==> src/rtl/assoc_icache.sv <==
// N-way set-associative instruction cache with multi-word blocks and round-robin replacement.
// Optional hit/miss statistics counters are built when ICACHE_STATS_EN is defined.
module assoc_icache #(
    parameter int SETS   = 8,
    parameter int WAYS   = 2,
    parameter int WORDS  = 2,
    parameter int ADDR_W = 32,
    parameter int DATA_W = 32
) (
    input  logic              CLK,
    input  logic              nRST,
    input  logic              imemREN,
    input  logic [ADDR_W-1:0] imemaddr,
    output logic              ihit,
    output logic [DATA_W-1:0] imemload,
    input  logic              flush,
    output logic              iREN,
    output logic [ADDR_W-1:0] iaddr,
    input  logic              iwait,
    input  logic [DATA_W-1:0] iload
`ifdef ICACHE_STATS_EN
   ,output logic [31:0]       hit_count,
    output logic [31:0]       miss_count
`endif
);
    // state | meaning
    // IDLE  | serve hits, start a refill on a miss
    // FILL  | fetch block words from memory into the victim way
    localparam int WO_B  = $clog2(WORDS);
    localparam int IX_B  = $clog2(SETS);
    localparam int TAG_B = ADDR_W - 2 - WO_B - IX_B;
    localparam int CW    = (WORDS > 1) ? WO_B : 1;
    localparam int PW    = (WAYS > 1) ? $clog2(WAYS) : 1;

    typedef enum logic {IDLE, FILL} state_t;
    state_t state_q, state_d;

    logic              valid_q [SETS][WAYS];
    logic [TAG_B-1:0]  tag_q   [SETS][WAYS];
    logic [DATA_W-1:0] data_q  [SETS][WAYS][WORDS];
    logic [PW-1:0]     ptr_q   [SETS];

    logic [ADDR_W-1:0] base_q;
    logic [PW-1:0]     vic_q;
    logic              via_ptr_q;
    logic [CW-1:0]     cnt_q;

    logic [IX_B-1:0]   req_idx, fill_idx;
    logic [TAG_B-1:0]  req_tag, fill_tag;
    logic [CW-1:0]     req_word;
    logic              hit_any, inv_any;
    logic [PW-1:0]     hit_way, inv_way;
    logic              start_fill, fill_done;
    logic              unused_bits;

    assign req_idx     = imemaddr[2+WO_B +: IX_B];
    assign req_tag     = imemaddr[ADDR_W-1 -: TAG_B];
    assign fill_idx    = base_q[2+WO_B +: IX_B];
    assign fill_tag    = base_q[ADDR_W-1 -: TAG_B];
    assign unused_bits = ^imemaddr[1:0];

    generate
        if (WORDS > 1) begin : g_word
            assign req_word = imemaddr[2 +: CW];
        end else begin : g_noword
            assign req_word = '0;
        end
    endgenerate

    // Descending scan leaves the lowest-indexed invalid way selected.
    always_comb begin
        hit_any = 1'b0;
        hit_way = '0;
        inv_any = 1'b0;
        inv_way = '0;
        for (int w = WAYS - 1; w >= 0; w--) begin
            if (valid_q[req_idx][w] && tag_q[req_idx][w] == req_tag) begin
                hit_any = 1'b1;
                hit_way = PW'(w);
            end
            if (!valid_q[req_idx][w]) begin
                inv_any = 1'b1;
                inv_way = PW'(w);
            end
        end
    end

    always_comb begin
        state_d    = state_q;
        ihit       = 1'b0;
        imemload   = '0;
        iREN       = 1'b0;
        iaddr      = '0;
        start_fill = 1'b0;
        fill_done  = 1'b0;
        case (state_q)
            IDLE: begin
                if (imemREN && !flush) begin
                    if (hit_any) begin
                        ihit     = 1'b1;
                        imemload = data_q[req_idx][hit_way][req_word];
                    end else begin
                        start_fill = 1'b1;
                        state_d    = FILL;
                    end
                end
            end
            FILL: begin
                iREN  = 1'b1;
                iaddr = base_q + (ADDR_W'(cnt_q) << 2);
                if (flush) begin
                    state_d = IDLE;
                end else if (!iwait && cnt_q == CW'(WORDS - 1)) begin
                    fill_done = 1'b1;
                    state_d   = IDLE;
                end
            end
            default: state_d = IDLE;
        endcase
    end

    always_ff @(posedge CLK or negedge nRST) begin
        if (!nRST) begin
            state_q   <= IDLE;
            base_q    <= '0;
            vic_q     <= '0;
            via_ptr_q <= 1'b0;
            cnt_q     <= '0;
            for (int s = 0; s < SETS; s++) begin
                ptr_q[s] <= '0;
                for (int w = 0; w < WAYS; w++) begin
                    valid_q[s][w] <= 1'b0;
                    tag_q[s][w]   <= '0;
                end
            end
        end else begin
            state_q <= state_d;
            if (flush) begin
                for (int s = 0; s < SETS; s++) begin
                    ptr_q[s] <= '0;
                    for (int w = 0; w < WAYS; w++) valid_q[s][w] <= 1'b0;
                end
            end
            if (start_fill) begin
                base_q    <= {imemaddr[ADDR_W-1:2+WO_B], {(2+WO_B){1'b0}}};
                vic_q     <= inv_any ? inv_way : ptr_q[req_idx];
                via_ptr_q <= !inv_any;
                cnt_q     <= '0;
            end else if (state_q == FILL && !iwait) begin
                cnt_q <= cnt_q + 1'b1;
            end
            if (fill_done) begin
                valid_q[fill_idx][vic_q] <= 1'b1;
                tag_q[fill_idx][vic_q]   <= fill_tag;
                if (via_ptr_q && WAYS > 1) ptr_q[fill_idx] <= ptr_q[fill_idx] + 1'b1;
            end
        end
    end

    // Words of an aborted fill may land here; the line simply stays invalid.
    always_ff @(posedge CLK) begin
        if (state_q == FILL && !iwait) data_q[fill_idx][vic_q][cnt_q] <= iload;
    end

`ifdef ICACHE_STATS_EN
    always_ff @(posedge CLK or negedge nRST) begin
        if (!nRST) begin
            hit_count  <= '0;
            miss_count <= '0;
        end else begin
            if (ihit) hit_count <= hit_count + 32'd1;
            if (start_fill) miss_count <= miss_count + 32'd1;
        end
    end
`endif

endmodule

==> config.mk <==
export PLATFORM = sky130hd
export DESIGN_NAME = assoc_icache
export DESIGN_NICKNAME = d
export VERILOG_FILES = /design/src/rtl/assoc_icache.sv
export SDC_FILE = /design/constraint.sdc
export NUM_CORES = 1
export LEC_CHECK = 0
export CELL_PAD_IN_SITES_DETAIL_PLACEMENT = 0
export CELL_PAD_IN_SITES_GLOBAL_PLACEMENT = 1
export CORE_ASPECT_RATIO = 1.75
export CORE_MARGIN = 3
export CORE_UTILIZATION = 30
export DETAILED_ROUTE_END_ITERATION = 10
export PLACE_DENSITY_LB_ADDON = 0.1
export SLEW_MARGIN = 20
export SYNTH_ARGS = -nofsm -noshare
export SYNTH_HDL_FRONTEND = slang
export SYNTH_SLANG_ARGS = --single-unit
export TNS_END_PERCENT = 1
==> constraint.sdc <==
create_clock -name CLK -period 8 [get_ports CLK]
set_input_delay 2.4 -clock CLK [delete_from_list [all_inputs] [get_ports CLK]]
set_output_delay 2.4 -clock CLK [all_outputs]
set_load 0.03 [all_outputs]
## Word level (Yosys, flattened, before mapping)

Memory sizes are Yosys's and may differ from the RTL's.
Index checks and enable logic that the tools add are counted.
W data, S select, Z words.

- Memory bits (writable): 1024
- Logic and storage cells: 147
- Output and inout port bits: 66
- Memories: 1
- Input port bits: 69
- Register bits: 473

- Bitwise operators: 8
- Magnitude comparators: 9
- Add/subtract/negate cells: 3
- Eq/ne operators: 2
- Reductions and logical operators: 12
- Multiplexer cells: 67

Memories:

| memory | depth | width | rd ports | clocked after memory_dff | wr ports | RTL line | source |
|---|---|---|---|---|---|---|---|
| data_q | 8 | 128 | 1 | 0 | 1 | 40 | `logic [DATA_W-1:0] data_q [SETS][WAYS][WORDS];` |

Operator list:

| kind | count |
|---|---|
| $bwmux W416 | 1 |
| $mux W32 | 8 |
| $mux W64 | 4 |
| $bmux W52 S3 | 1 |
| $demux W52 S3 | 1 |
| $mux W52 | 3 |
| $mux W128 | 1 |
| $demux W64 S1 | 1 |
| $eq A26 B26 Y1 | 2 |
| $add A32 B3 Y32 | 1 |
| $demux W32 S1 | 1 |
| $mux W16 | 2 |
| $mux W1 | 28 |
| $demux W26 S1 | 1 |
| $mux W26 | 1 |
| $mux W8 | 3 |
| $or A16 B16 Y16 | 1 |
| $bwmux W8 | 1 |
| $ge A2 B2 Y1 const B | 4 |
| $ge A4 B4 Y1 const B | 2 |
| $logic_and A1 B1 Y1 | 8 |
| $not A1 Y2 | 4 |
| $not A3 Y4 | 2 |
| $bmux W1 S3 | 2 |
| 12 further kinds | 18 |

## Logic depth before layout (Yosys ltp)

- Word-level depth: 18
- Depth in mapped cells: 15
- Mapped depth without buffers: 8

## Worst setup path after synthesis

Ideal clock, no wire load.

- Path type: in2out
- Start point: input imemaddr[5]
- End point: output imemload[0]
- Stages: 13
- Slack: -28 ps
- Arrival time: 5628 ps
- Required time: 5600 ps
- Path buffers: 5
- Cell sequence: buf_2 -> buf_1 -> buf_1 -> mux4_2 -> mux2i_1 -> xor2_1 -> o2111ai_1 -> nor4_1 -> nand4_1 -> or3b_1 -> clkbuf_1 -> buf_2 -> o22ai_1

- Longest elaborated chain between the ends: 18
- Elaborated cells on any way between the ends: 25
- Those cells by class: eq/ne (2); mux (18); bitwise (2); reduce/logical (2); memory (1)

RTL lines:

| item | RTL line | source |
|---|---|---|
| start: declaration | 13 | `input logic [ADDR_W-1:0] imemaddr,` |
| $not A3 Y4 (not written as such) | 77 | `if (valid_q[req_idx][w] && tag_q[req_idx][w] == req_tag) begin` |
| $bmux W52 S3 | 77 |  |
| $mux W52 (not written as such) (2 in series) | 77 |  |
| $eq A26 B26 Y1 | 77 |  |
| $logic_and A1 B1 Y1 | 77 |  |
| $mux W1 (2 in series) | 77 |  |
| $not A1 Y2 (not written as such) | 101 | `imemload = data_q[req_idx][hit_way][req_word];` |
| $mux W64 (not written as such) (3 in series) | 101 |  |
| $mux W32 (not written as such) (3 in series) | 101 |  |
| $mux W32 (*) | 99 | `if (hit_any) begin` |
| $mux W32 (*) | 98 | `if (imemREN && !flush) begin` |
| $mux W32 (*) | 96 | `case (state_q)` |
| end: declaration | 15 | `output logic [DATA_W-1:0] imemload,` |

Mark *: on every way between the ends. The rest lies on a longest branch, timed or not. The select of a mux whose other input is x is not followed.

## Worst setup path in the final report

- Start point: input imemaddr[3]
- End point: output imemload[1]

The elaborated chain is that of the path after synthesis.

==> flow_summary.toml <==
[global_routing]
grt_pass1_wl_um = 259000
grt_start_max_net_pins = 127
gr-total-overflow = 0
grt_antenna_before_repair = 13
grt_pass1_vias = 33900
grt_usage_pct = 17.5

[die]
row_count = 218
start_util_pct = 30.2
core_area_um2 = 202000
num_io_pins = 135
die_y_um = 602
die_x_um = 346
die-area_um2 = 208000

[run_status]
violations = "negative setup slack"
status = "finished, violations left"

[synth]
synth_compound_area_share_pct = 0.843
synth_top_cell_by_area = "edfxtp_1"
synthSimpleGateAreaFrac_pct = 1.56
synth_top_area_share_pct = 50.6
synthMuxAreaShare_pct = 25.0
postSynth.asyncResetShare_pct = 31.6
yosys.area_share.adder_pct = 0
synth_enable_flop_cells = 1024
yosysWarnings = 0
synthTopCellsByArea = "edfxtp_1, dfrtp_1, mux4_2, mux2_2, mux2i_1"
synth-seq-area-share_pct = 70.0
synthFlopType = "edfxtp_1"
syn_avg_cell_area_um2 = 20.3
postSynthCellCount = 3002
synthesis.area_um2 = 60800
synth_top_family_by_area = "multiplexers"
synth_seq_cells = 1497
ys_types = 49
synth_xor_area_share_pct = 0.706

[layout]
area_growth_pct = 20.2
instances_no_fill = 6098
mostFrequentLayoutCell = "edfxtp_1"
ff_latch_area_um2 = 42600
drive_gt1_share_pct = 43.6
fill_cells = 18600
layout_common_cells = "edfxtp_1, dfrtp_1, mux2_2, mux4_2, buf_4"
multi_input_area_um2 = 18000
nets = 3405

[routing]
viasPerCell = 4.94
drc = 0
vias = 30100
wl_um = 183000
drtPass1Iterations = 5
wl_per_cell_um = 30.0
antenna_left = 0
drt_iter0_drc = 1783

[clock_tree]
clk_pin_slew_ps = 60
cts-root-buf = "clkbuf_16"
clock_latency_ps = 810
cts_tree = "done"
cts_buffer_depth = 4
ctsHtreeMaxLevel = 4
cts_made_buffers = 161
clkSinkCount = 1497

[setup_path]
crit_type = "in2out"
crit_arrival_ps = 5740
cp_max_fo = 8
reg2reg_slack_ps = 4240
worst_ep_required_time_ps = 5600
critical-path-top-delay-family = "simple AND/OR/NAND/NOR gates"
crit_path_cell_trace = "buf_16, buf_4, mux4_2, mux2i_4, xnor2_2, nor4_2, nand4_1, or4_4, or2_4, buf_16, o22ai_2, buf_4, buf_12"
slowest_delay_ps = 540
reg2reg_from = "state_q"
endpoint_kind = "primary output"
crit_path_top_delay_cell = "mux4_2"
reg2reg_depth = 6
r2r-end = "tag_q[270]"
cp_num_buf_inv = 5
cp-start-kind = "input port"

[power]
p_int_mw = 13.6
pwr-share-seq_pct = 50.0
vdd_ir_drop_max_uv = 170
powerDensity_nw_per_um2 = 242
comb_power_share_pct = 7.9
p_sw_share_pct = 23.3
p_clk_share_pct = 42.0
p_leak_nw = 26.8
switching_power_mw = 4.11

[placement]
hpwl_um = 108000
gp_congestion = 0.733
place_ws_ps = -639
dp_cells = 5795
portBuffers = 130

[sta]
max_slew_margin_pct = 27.7
rsz0062_at_grt = "true"
finalCritPeriodShare_pct = 102
worst_pin_slew_ps = 1080
fmax_mhz = 123
slew_viol_final = 0
setup_viol = 27
min_period_ps = 8140
finClkSkew_ps = 47.7
fin_ws_ps = -136
finalHoldViolations = 0

[worst_hold_path]
worstHoldStart = "valid_q[12]"
worstHoldPathCells = 1
holdPathEnd = "valid_q[12]"
hold_path.class = "reg2reg"

[run]
drv_cap = 0
-- power groups by stage --
stage | clock network (mW) | registers, mW | logic [mW]
after detailed placement | 0 | 9.00 | 1.39
final | 7.43 | 8.84 | 1.40
after floorplan | 0 | 8.83 | 0.879
after global routing | 7.98 | 8.88 | 1.51
after CTS | 7.70 | 8.84 | 1.44
after global placement | 0 | 8.97 | 1.36
-- worst max-delay path by stage --
stage / startpoint / to / slack, ps / cells after the start
floorplan: imemaddr[5] / imemload[0] / -30 / 13
global placement: imemaddr[3] / imemload[18] / -650 / 14
detailed placement: imemaddr[3] / imemload[6] / -640 / 14
CTS: imemaddr[3] / imemload[21] / -170 / 14
global route: imemaddr[3] / imemload[21] / -210 / 16
finish: imemaddr[3] / imemload[1] / -140 / 13
-- routing by layer --
metal | global-route usage, % | vias up | wire [um] | part of all wire, %
met5 | 0 | - | 65 | 0.035
met1 | 20.1 | 16500 | 68900 | 38
met3 | 2.38 | 295 | 6310 | 3.4
met2 | 32.9 | 654 | 101000 | 55
met4 | 6.54 | 8 | 7230 | 3.9
li1 | - | 12700 | - | -
-- stage by stage --
stage | hold slack, ps | area, um^2 | setup TNS (ps) | util [%] | total power, mW
after detailed placement | 477 | 67100 | -17460 | 33.3 | 10.4
after global routing | 501 | 73100 | -5460 | 36.3 | 18.4
after global placement | 457 | 67100 | -18520 | 33.3 | 10.3
after CTS | 491 | 73000 | -3510 | 36.2 | 18.0
final | 488 | 73100 | -2470 | 36.3 | 17.7
after floorplan | 448 | 60800 | -838 | - | 9.71
-- what timing repair did --
item,4_1_cts,5_1_grt
cloned,5,2
pin swaps,22,6
setup buffers,3,7
gates resized for setup,121,19
hold buffers,0,0
endpoints found under the setup margin,32,32
-- synth_stat cells, drive strengths merged, types with 2 or more instances --
| cell | instances |
|---|---|
| a21o | 9 |
| a21oi | 2 |
| a221oi | 4 |
| a22oi | 5 |
| and2 | 32 |
| and4 | 2 |
| buf | 86 |
| clkbuf | 105 |
| dfrtp | 473 |
| edfxtp | 1024 |
| inv | 66 |
| mux2 | 459 |
| mux2i | 63 |
| mux4 | 414 |
| nand2 | 16 |
| nand2b | 14 |
| nand3 | 14 |
| nand3b | 4 |
| nand4 | 6 |
| nor2 | 68 |
| nor2b | 6 |
| nor3 | 6 |
| nor4 | 6 |
| o21ai | 9 |
| o22ai | 39 |
| or2 | 2 |
| or3 | 3 |
| or3b | 3 |
| xnor2 | 25 |
| xor2 | 24 |
-- sequential cells by signal, indices dropped and copies added (netlist names) --
register	flops
tag_q	416
state_q	1
ptr_q	8
base_q	29
data_q	1024
vic_q	1
cnt_q	1
via_ptr_q	1
valid_q	16
-- logic make-up (layout without fill, tap and decap cells) --
kind of cell | count (synthesis) | after routing
XOR/XNOR | 49 | 49
flip-flops | 1497 | 1497
multiplexers | 936 | 936
AO/OA/AOI/OAI | 77 | 77
AND/OR/NAND/NOR | 185 | 185
other | 1 | 5
buffers and inverters | 257 | 709
-- cell type report --
type	count	share of cell area (%)
Antenna cell	3	0.0103
Clock buffer	207	6.02
Clock inverter	75	1.01
Inverter	66	0.339
Multi-Input combinational cell	1249	24.6
Sequential cell	1497	58.2
Tap cell	2640	4.52
Timing Repair Buffer	361	5.24
(Power assumes the default switching activity.)
